==> config.mk <==
export PLATFORM = sky130hd
export DESIGN_NAME = win_scan_ctrl
export DESIGN_NICKNAME = d
export VERILOG_FILES = /design/src/rtl/win_scan_ctrl.sv
export SDC_FILE = /design/constraint.sdc
export NUM_CORES = 1
export LEC_CHECK = 0
export ABC_AREA = 1
export ABC_CLOCK_PERIOD_IN_PS = 2000
export CORE_MARGIN = 5
export CORE_UTILIZATION = 47
export DETAILED_ROUTE_END_ITERATION = 10
export HOLD_SLACK_MARGIN = 0.15
export PLACE_DENSITY = 0.77
export SLEW_MARGIN = 20
export SYNTH_ARGS = -nofsm -noshare
export SYNTH_HDL_FRONTEND = slang
export SYNTH_SLANG_ARGS = --single-unit
==> constraint.sdc <==
create_clock -name clk -period 2 [get_ports clk]
set_input_delay 0.3 -clock clk [delete_from_list [all_inputs] [get_ports clk]]
set_output_delay 0.3 -clock clk [all_outputs]
set_load 0.02 [all_outputs]
==> src/rtl/win_scan_ctrl.sv <==
// Frame sequencer: raster-scans 3x3 window positions of a zero-padded frame and
// writes results back after PIPE_LAT unheld cycles. Optional macro: OVERRUN_CHK_EN.
module win_scan_ctrl #(
  parameter int IMG_W    = 256,
  parameter int IMG_H    = 32,
  parameter int ADDR_W   = 15,
  parameter int PIPE_LAT = 3
) (
  input  logic              clk,
  input  logic              rst_n,
  input  logic              start,
  input  logic              hold,
  output logic              rd_en,
  output logic [ADDR_W-1:0] rd_base,
  output logic [8:0]        win_col,
  output logic [7:0]        win_row,
  output logic              wr_en,
  output logic [ADDR_W-1:0] wr_addr,
  output logic              busy,
  output logic              done,
  output logic              overrun
);

  typedef enum logic [1:0] {IDLE, READ, DRAIN, DONE} state_t;

  localparam logic [8:0]        LAST_COL = 9'(IMG_W - 1);
  localparam logic [7:0]        LAST_ROW = 8'(IMG_H - 1);
  localparam logic [ADDR_W-1:0] LAST_WR  = ADDR_W'(IMG_W * IMG_H - 1);
  localparam logic [ADDR_W-1:0] ONE_A    = ADDR_W'(1);
  localparam logic [ADDR_W-1:0] WRAP_A   = ADDR_W'(3);

  state_t              state_reg;
  logic [PIPE_LAT-1:0] valid_reg;
  logic [PIPE_LAT:0]   valid_next;
  logic [ADDR_W-1:0]   rd_base_reg;
  logic [ADDR_W-1:0]   wr_addr_reg;
  logic [8:0]          col_reg;
  logic [7:0]          row_reg;
  logic                busy_reg;
  logic                done_reg;

  assign rd_en      = (state_reg == READ) && !hold;
  assign wr_en      = valid_reg[PIPE_LAT-1] && !hold;
  assign valid_next = {valid_reg, rd_en};

  assign rd_base = rd_base_reg;
  assign wr_addr = wr_addr_reg;
  assign win_col = col_reg;
  assign win_row = row_reg;
  assign busy    = busy_reg;
  assign done    = done_reg;

  always_ff @(posedge clk) begin
    if (!rst_n) begin
      state_reg   <= IDLE;
      valid_reg   <= '0;
      rd_base_reg <= '0;
      wr_addr_reg <= '0;
      col_reg     <= '0;
      row_reg     <= '0;
      busy_reg    <= 1'b0;
      done_reg    <= 1'b0;
    end else begin
      done_reg <= 1'b0;
      if (!hold) valid_reg <= valid_next[PIPE_LAT-1:0];
      if (wr_en) wr_addr_reg <= wr_addr_reg + ONE_A;
      case (state_reg)
        IDLE: begin
          if (start) begin
            state_reg   <= READ;
            busy_reg    <= 1'b1;
            rd_base_reg <= '0;
            wr_addr_reg <= '0;
            col_reg     <= '0;
            row_reg     <= '0;
          end
        end
        READ: begin
          if (!hold) begin
            if (col_reg == LAST_COL) begin
              if (row_reg == LAST_ROW) begin
                state_reg <= DRAIN;
              end else begin
                // step over the right pad of this row and the left pad of the next
                col_reg     <= '0;
                row_reg     <= row_reg + 8'd1;
                rd_base_reg <= rd_base_reg + WRAP_A;
              end
            end else begin
              col_reg     <= col_reg + 9'd1;
              rd_base_reg <= rd_base_reg + ONE_A;
            end
          end
        end
        DRAIN: begin
          if (wr_en && (wr_addr_reg == LAST_WR)) begin
            state_reg <= DONE;
            busy_reg  <= 1'b0;
            done_reg  <= 1'b1;
          end
        end
        default: state_reg <= IDLE;
      endcase
    end
  end

`ifdef OVERRUN_CHK_EN
  logic overrun_reg;

  // an accepted start clears the flag; any start while not IDLE sets it
  always_ff @(posedge clk) begin
    if (!rst_n) overrun_reg <= 1'b0;
    else if (start) overrun_reg <= (state_reg != IDLE);
  end

  assign overrun = overrun_reg;
`else
  assign overrun = 1'b0;
`endif

endmodule
==> out/results.ini <==
[outcome]
run_status = complete, no violations

[sta]
timing.final.max_slew_violations = 0
rsz0062_at_grt = true
finClkSkew_ps = 10.0
setup_viol_count_final = 0
totalNegativeSetupSlack_ps = 0
layout_min_cycle_time_ps = 1930
hold_viol_final = 0
min_period_over_period = 0.964
max_freq_mhz = 518

[critical_path]
critical_path.startpoint_type = input port
critical_path_peak_fanout = 8
timing.critical_path.slowest_cell_delay_ps = 640
worstSetupPathType = input port to primary output
cp_data_required_time_ps = 1700
crit_slowest_cell = sky130_fd_sc_hd__clkdlybuf4s50_1
arrival_ps = 1630
worstPathCellList = clkdlybuf4s50_1 > nor2_4 > clkdlybuf4s50_1
cp_endpoint_kind = primary output
cp_common_cell = sky130_fd_sc_hd__clkdlybuf4s50_1

[cts]
ctsLongestPathBuffers = 2
cts_sinks = 54
clock_latency_ps = 310
cts_inserted_buffers = 5
cts_tree = done
cts_hold_buffers = 0
clkSlewWorstSetupHoldPaths_ps = 90
cts_htree_levels = 2
clock-root-buffer = sky130_fd_sc_hd__clkbuf_8

[floorplan]
floorplan.initialDensity = 0.484
floorplan.io_pins = 56
dieHeight_um = 88.1
fp-row-count = 28
floorplan.die_area_sq_um = 7760
die_width_um = 88.1
design.core.area_sq_um = 5920

[logic_synthesis]
yosysTopAreaCell = sky130_fd_sc_hd__dfxtp_1
synthesis.instances = 410
synth_seq_cells = 54
synth_sequential_area_ratio = 0.377
netlist_area_sq_um = 2870
yosysWarnings = 0
synth_area_per_cell_sq_um = 6.99
post-synth-top-area-fraction = 0.377
synth.distinct_cells = 34
syn_nets = 421
synth.area.top_cells = sky130_fd_sc_hd__dfxtp_1, sky130_fd_sc_hd__nand2_1, sky130_fd_sc_hd__inv_1, sky130_fd_sc_hd__nor2_1, sky130_fd_sc_hd__a21oi_1

[power_and_ir_drop]
vdd_ir_drop_max_mv = 0.563
power.internal_uw = 1980
p_per_area_nw_per_um2 = 812
sw_frac_of_total = 0.368
combinational_power_share = 0.391
total_switching_power_uw = 1150
pleak_uw = 0.00148
power_frac_seq = 0.384
power.share.clock = 0.225

[grt]
grt_first_pass_wirelength_um = 11700
grt_antenna_before_repair = 0
largest_net_degree_at_the_start_of_global_routing = 16
grt.total_usage = 0.185
global_route.overflow_total = 0
via_count_of_the_first_global_routing_pass = 2683

[drt]
detail-route-antenna-nets = 0
detail_route.iter0.violations = 123
drt-vias-per-instance = 5.07
totalWireLength_um = 7050
dr.pass1.iters = 4
post-route-drc-count = 0
wire_per_inst_um = 12.3
via_count = 2895

[flow_run]
max_cap_violations = 0

[placed_design]
gpl.final_weighted_congestion = 0.871
dp.final_hpwl_um = 5330
io_buffer_count = 54
placed_cells = 554
dpl_cell_area_sq_um = 3620

[final_layout]
antenna-diode-count = 0
filler_cell_count = 517
final_design_area_no_fill_sq_um = 3860
post_route_cells_drive_above_1_share = 0.177
instances_no_fill = 571
fin_nets = 506
areaGrowthSynthToFinish_pct = 34.8

[worst_hold_path]
hold_path.class = flip-flop to flip-flop

[through the flow]
stage	hold slack [ps]	worst slack [ps]	total power, uW	utilization
final	481	71.2	3140	0.652
after global routing	521	-84.9	3320	0.652
after CTS	480	20.1	3050	0.633
after detailed placement	463	-90.7	2340	0.611
after global placement	464	-12.7	2300	0.611
after floorplan	393	8.56	2000	-
[critical path: cells and delay by family]
| kind | cells | cell delay, ps |
|---|---|---|
| buffers and inverters | 2 | 1090 |
| and+or+nand+nor | 1 | 230 |
[routing by layer]
metal	global-route usage	vias to the layer above	wire length, um
met5	0	-	0
met4	0.0330	0	44
met3	0.0376	6	346
met2	0.323	67	3450
met1	0.240	1333	3210
li1	-	1489	-
[cells in the final DEF, fill, tap and decap left out, types with 5 or more instances in the layout]
cell,synthesis,final
sky130_fd_sc_hd__nor2_1,55,54
sky130_fd_sc_hd__nand3_1,19,19
sky130_fd_sc_hd__inv_1,56,52
sky130_fd_sc_hd__clkdlybuf4s50_1,0,53
sky130_fd_sc_hd__dfxtp_1,54,50
sky130_fd_sc_hd__nand4_1,11,11
sky130_fd_sc_hd__ha_1,7,5
sky130_fd_sc_hd__buf_4,3,31
sky130_fd_sc_hd__o21ai_0,14,14
sky130_fd_sc_hd__nand2_1,80,79
sky130_fd_sc_hd__nor2_4,4,7
sky130_fd_sc_hd__clkbuf_8,0,8
sky130_fd_sc_hd__a21oi_1,32,30
sky130_fd_sc_hd__nand2_2,9,8
sky130_fd_sc_hd__nor3_1,21,21
sky130_fd_sc_hd__nand2_4,5,7
[layout make-up]
cell class / count / area, sq um / share of cell area
tap: 75 / 93.8 / 0.0243
clock buffer: 8 / 110 / 0.0285
sequential: 54 / 1090 / 0.281
inverter: 60 / 235 / 0.0609
multi-input combinational: 289 / 1570 / 0.405
timing repair buffer: 85 / 772 / 0.200
[power by group through the flow]
| stage | Clock (uW) | Sequential, uW | Combinational [uW] |
|---|---|---|---|
| 5_1_grt | 774 | 1210 | 1330 |
| 6_report | 705 | 1210 | 1220 |
| 2_1_floorplan | 0 | 1270 | 731 |
| 3_5_place_dp | 0 | 1220 | 1130 |
| 3_3_place_gp | 0 | 1210 | 1090 |
| 4_1_cts | 728 | 1190 | 1130 |
[worst paths after layout]
path | startpoint | to | slack, ps | cells after the start
hold / removal | busy | busy | 480 | 2
setup / recovery | hold | wr_en | 70 | 3
hold reg to reg | busy | busy | 480 | 2
setup reg to reg | win_col[1] | rd_base[6] | 80 | 17
[repair_timing]
item,CTS,global route
pin swaps,1,11
gates resized for setup,5,17
setup buffers,1,8
setup endpoints to repair,5,7
[cell families after synthesis]
| kind of cell | after synthesis | synth area share |
|---|---|---|
| AO/OA/AOI/OAI | 61 | 0.117 |
| XOR/XNOR | 6 | 0.0183 |
| adder cells (fa/ha/maj) | 7 | 0.0306 |
| buffers and inverters | 67 | 0.0991 |
| flip-flops | 54 | 0.377 |
| other | 1 | 0.00131 |
| AND/OR/NAND/NOR | 214 | 0.356 |
[cell usage after synthesis]
master	count
sky130_fd_sc_hd__o31ai_1	1
sky130_fd_sc_hd__or2_2	2
sky130_fd_sc_hd__a21oi_1	32
sky130_fd_sc_hd__nor2_8	1
sky130_fd_sc_hd__inv_4	2
sky130_fd_sc_hd__buf_2	1
sky130_fd_sc_hd__conb_1	1
sky130_fd_sc_hd__xnor2_1	3
sky130_fd_sc_hd__nand3_1	19
sky130_fd_sc_hd__dfxtp_1	54
sky130_fd_sc_hd__nor3_2	2
sky130_fd_sc_hd__o21a_1	1
sky130_fd_sc_hd__nor3_1	21
sky130_fd_sc_hd__clkbuf_1	1
sky130_fd_sc_hd__inv_2	2
sky130_fd_sc_hd__a211oi_1	2
sky130_fd_sc_hd__nand2_2	9
sky130_fd_sc_hd__xor2_1	3
sky130_fd_sc_hd__nor2_1	55
sky130_fd_sc_hd__nor2_4	4
sky130_fd_sc_hd__nor2_2	4
sky130_fd_sc_hd__a211oi_2	1
sky130_fd_sc_hd__inv_1	56
sky130_fd_sc_hd__o21ai_2	2
sky130_fd_sc_hd__o21ai_1	4
sky130_fd_sc_hd__buf_4	3
sky130_fd_sc_hd__a31oi_1	4
sky130_fd_sc_hd__o21ai_0	14
sky130_fd_sc_hd__nand2_4	5
sky130_fd_sc_hd__nand3_2	1
sky130_fd_sc_hd__ha_1	7
sky130_fd_sc_hd__nand4_1	11
sky130_fd_sc_hd__buf_6	2
sky130_fd_sc_hd__nand2_1	80
(Power assumes the default switching activity.)
==> edit 1 (same settings) <==
Build with the macro `OVERRUN_CHK_EN` defined.
--- a/src/rtl/win_scan_ctrl.sv
+++ b/src/rtl/win_scan_ctrl.sv
@@ -2,2 +2,4 @@
 // writes results back after PIPE_LAT unheld cycles. Optional macro: OVERRUN_CHK_EN.
+`define OVERRUN_CHK_EN
+
 module win_scan_ctrl #(
Formal check against the unedited RTL: not equivalent (Yosys sat finds a counterexample within 4 cycles, from zero or initial values and one cycle with rst_n low).
==> edit 1 against the unedited design <==
  * Power decreased by 15%
  * Sequential cell count increased by 1
  * Synthesized cell count decreased by 2.2%
  * Area after synthesis increased by 0.39%
  * Final area decreased by 1.9%
  * Sequential share of layout area increased by 1.0 points
  * Cell count decreased by 3.9%
  * Routed wire length decreased by 7.1%
  * First-iteration DRC count decreased by 17%
  * Clock power increased by 8.9%
  * Worst setup slack improved by 0.018 ns
  * Non-clock buffer count decreased by 12
  * Clock skew decreased by 0.0012 ns
  * Critical path depth increased by 12
  * Critical endpoint is now rd_base[8]$_SDFFE_PN0P_
  * Highest routed layer unchanged
==> edit 1: results (changes against the unedited design) <==
.. list-table::
   :header-rows: 1

   * - Metric
     - Value
   * - Maximum net fanout on the critical path
     - 4 (-4)
   * - Pwr dens
     - 707 mW/mm^2 (-13%)
   * - Met2 Use GR
     - 30.3% (-1.9 points)
   * - Arrival time worst endpoint
     - 2.16 ns (+0.53 ns)
   * - Clock skew
     - 0.00881 ns (-0.00119 ns)
   * - Number of DRC markers in iteration 0
     - 102 (-17%)
   * - Largest incremental delay on the critical path
     - 0.36 ns (-0.28 ns)
   * - Final #Nets
     - 485 (-4.2%)
   * - Highest-delay cell along the critical path
     - sky130_fd_sc_hd__dfxtp_2
   * - Met1 routing resource usage after global routing
     - 21.5% (-2.5 points)
   * - Detailed-route wire length on metal 1
     - 2980 um (-7.1%)
   * - Setup repair bufs after CTS
     - 0 (-1)
   * - Cell types with the largest area share after synthesis
     - sky130_fd_sc_hd__dfxtp_1 (38%), sky130_fd_sc_hd__nand2_1 (10%), sky130_fd_sc_hd__nor2_1 (7.2%), sky130_fd_sc_hd__inv_1 (6.4%), sky130_fd_sc_hd__a21oi_1 (5.6%)
   * - Met2 wire length
     - 3210 um (-6.9%)
   * - DPL Wire Length
     - 4820 um (-9.6%)
   * - Average instance area after synthesis
     - 7.17 sq um (+2.6%)
   * - Kind of cell with the highest combined delay on the critical path
     - simple AND/OR/NAND/NOR gates
   * - Leak pwr
     - 1.47 nW (-0.69%)
   * - Grt met3 use
     - 3.26% (-0.50 points)
   * - Worst-case vdd ir drop
     - 0.000543 V (-3.6%)
   * - Share of final-layout standard cells stronger than drive strength 1
     - 15.4% (-2.3 points)
   * - Vias in the first global route
     - 2533 (-5.6%)
   * - Global-route wire length before repair
     - 10800 um (-7.2%)
   * - Register area share after synthesis
     - 38.3% (+0.55 points)
   * - Net switching power
     - 0.000865 W (-25%)
   * - Final non-filler cell total
     - 549 (-3.9%)
   * - Post-synthesis net count
     - 413 (-1.9%)
   * - Result of the run
     - complete, no violations
   * - Post-detailed-routing wire length
     - 6550 um (-7.1%)
   * - Power Clock
     - 0.000768 W (+8.9%)
   * - Number of vias after detailed routing
     - 2729 (-5.7%)
   * - Post-detailed-placement cell area
     - 0.00359 sq mm (-0.83%)
-- edit 1: cell types whose count changed in the layout (fill, tap and decap cells not counted), moves of 4 or more --
| cell | change |
|---|---|
| sky130_fd_sc_hd__nand2_4 | -4 |
| sky130_fd_sc_hd__nand2_1 | -5 |
| sky130_fd_sc_hd__xor2_1 | +4 |
| sky130_fd_sc_hd__buf_4 | -13 |
| sky130_fd_sc_hd__nand2_2 | +7 |
| sky130_fd_sc_hd__inv_1 | -6 |
| sky130_fd_sc_hd__o21ai_0 | -4 |
| sky130_fd_sc_hd__nor3b_1 | +4 |
| sky130_fd_sc_hd__nor3_1 | -5 |
-- edit 1: logic make-up (layout without fill, tap and decap cells) --
kind of cell    Yosys count  count (layout)  synth area share, %
compound gates           53              53                 9.74
xor+xnor                 11              11                 3.35
fa+ha+maj                 8               8                 3.48
buf+inv                  61             134                 9.18
flops                    55              55                 38.3
simple gates            213             213                 36.0
-- edit 1: path summary, 6_finish.rpt --
| path | to | slack [ns] | from |
|---|---|---|---|
| worst max register to register | rd_base[8]$_SDFFE_PN0P_ | 0.09 | win_col[1]$_SDFFE_PN0P_ |
| worst min register to register | valid_reg[1]$_SDFFE_PN0N_ | 0.45 | valid_reg[1]$_SDFFE_PN0N_ |
| worst max-delay path | rd_base[8]$_SDFFE_PN0P_ | 0.09 | win_col[1]$_SDFFE_PN0P_ |
| worst min-delay path | valid_reg[1]$_SDFFE_PN0N_ | 0.45 | valid_reg[1]$_SDFFE_PN0N_ |
-- edit 1: layout make-up --
cell class | instances | area, sq um | area share (%)
tap | 75 | 93.8 | 2.48
inverter | 53 | 201 | 5.32
clock inverter | 2 | 35.0 | 0.925
clock buffer | 6 | 82.6 | 2.18
timing repair buffer | 73 | 687 | 18.1
multi-input combinational | 285 | 1590 | 41.8
sequential | 55 | 1100 | 29.1
==> edit 2 (same flow settings) <==
Made on the original files. Encoding of `state_t`: now Gray code (2 bits for 4 states).
--- a/src/rtl/win_scan_ctrl.sv
+++ b/src/rtl/win_scan_ctrl.sv
@@ -23,3 +23,3 @@
 
-  typedef enum logic [1:0] {IDLE, READ, DRAIN, DONE} state_t;
+  typedef enum logic [1:0] {IDLE = 2'b00, READ = 2'b01, DRAIN = 2'b11, DONE = 2'b10} state_t;
 
Formal check against the unedited RTL: no difference found for any inputs over 10 cycles, from zero or initial values and one cycle with rst_n low; not proved beyond that.
==> edit 2 against the unedited design <==
  * Critical endpoint is now rd_en
  * Fmax is 0.79% higher
  * Die area shrank 1.5%
  * Sequential cell count is the same
  * Global-route usage decreased by 0.92 points
  * Largest cell class unchanged
  * Highest routed layer unchanged
  * Worst setup slack better by 0.015 ns
  * Routed wire length shrank 7.6%
  * Area after synthesis decreased by 1.7%
  * Final area down 5.0%
Power is not compared: it rests on default switching activity, and its combinational part moved more than twofold at a synthesized area within 25%.
==> edit 2: results (changes against the unedited design) <==
.. list-table::
   :header-rows: 1

   * - Metric
     - Value
   * - Number of vias after detailed routing
     - 2693 (-7.0%)
   * - Layout clock buffers
     - 5 (-3)
   * - Register area share after synthesis
     - 38.4% (+0.65 points)
   * - Final-layout clock-cell area share
     - 2.56% (-0.29 points)
   * - Global-route wire length before repair
     - 10800 um (-7.4%)
   * - Source of the critical timing path
     - state_reg[1]$_SDFFE_PN0P_
   * - Met2 wire length
     - 3090 um (-10%)
   * - Number of DRC markers in iteration 0
     - 116 (-5.7%)
   * - Post-detailed-routing wire length
     - 6510 um (-7.6%)
   * - Met1 routing resource usage after global routing
     - 22.4% (-1.6 points)
   * - Most instantiated cells after synthesis
     - sky130_fd_sc_hd__nand2_1 (81), sky130_fd_sc_hd__dfxtp_1 (54), sky130_fd_sc_hd__inv_1 (45), sky130_fd_sc_hd__nor2_1 (43), sky130_fd_sc_hd__a21oi_1 (31)
   * - Footprint of the multi-input gates
     - 0.00154 sq mm (-1.9%)
   * - Hold Crit Endpoint
     - win_row[2]$_SDFFE_PN0P_
   * - Area of all sequential standard cells
     - 0.00109 sq mm (+0.35%)
   * - Worst reg2reg startpoint
     - win_col[0]$_SDFFE_PN0P_
   * - Post-detailed-placement cell area
     - 0.00351 sq mm (-3.0%)
   * - Largest incremental delay on the critical path
     - 0.60 ns (-0.04 ns)
   * - Worst Reg-to-Reg Cells
     - 15 (-2)
   * - Share of final-layout standard cells stronger than drive strength 1
     - 17.1% (-0.60 points)
   * - Grt met3 use
     - 5.01% (+1.3 points)
   * - Clock skew
     - 0.00763 ns (-0.00238 ns)
   * - Largest net degree at the start of global routing
     - 19 (+3)
   * - Cell types with the largest area share after synthesis
     - sky130_fd_sc_hd__dfxtp_1 (38%), sky130_fd_sc_hd__nand2_1 (11%), sky130_fd_sc_hd__inv_1 (6.0%), sky130_fd_sc_hd__nor2_1 (5.7%), sky130_fd_sc_hd__a21oi_1 (5.5%)
   * - Arrival time worst endpoint
     - 1.61 ns (-0.02 ns)
   * - R2R Path End
     - rd_base[10]$_SDFFE_PN0P_
   * - Timing endpoint of the critical path
     - rd_en
   * - Number of combinational gates with multiple inputs
     - 273 (-5.5%)
   * - Routed wl met3
     - 369 um (+6.6%)
   * - XOR/XNOR Fraction of Synth Area
     - 2.18% (+0.34 points)
   * - Met2 Use GR
     - 28.4% (-3.9 points)
   * - Post-synthesis net count
     - 393 (-6.7%)
   * - Adder and majority cell fraction of the synthesized area
     - 1.78% (-1.3 points)
   * - Result of the run
     - complete, no violations
   * - Flop-to-flop setup slack
     - 0.14 ns (+0.06 ns)
   * - Detailed-route wire length on metal 1
     - 2970 um (-7.3%)
==> edit 2: per-stage QoR <==
stage / hold WS, ns / std cells / power (W) / utilization (%) / setup WS, ns
after floorplan: 0.431 / 385 / 0.00127 / - / 0.00216
after global placement: 0.448 / 520 / 0.00134 / 59.6 / 0.0490
after detailed placement: 0.460 / 520 / 0.00134 / 59.6 / 0.0179
after CTS: 0.475 / 528 / 0.00198 / 61.2 / 0.0230
after global routing: 0.508 / 530 / 0.00205 / 62.4 / 0.00417
final: 0.481 / 530 / 0.00196 / 62.4 / 0.0863
==> edit 2: power by group through the flow <==
stage                     Combinational (W)  Clock [W]  Sequential [W]
after global placement             0.000211          0         0.00113
after detailed placement           0.000214          0         0.00113
after global routing               0.000240   0.000706         0.00111
final                              0.000219   0.000640         0.00110
after floorplan                    0.000132          0         0.00114
after CTS                          0.000215   0.000661         0.00110
==> edit 2: timing repair <==
action,CTS,global route
setup endpoints to repair,0,14
setup buffers,0,2
resized for setup,0,15
hold endpoints to repair,0,0
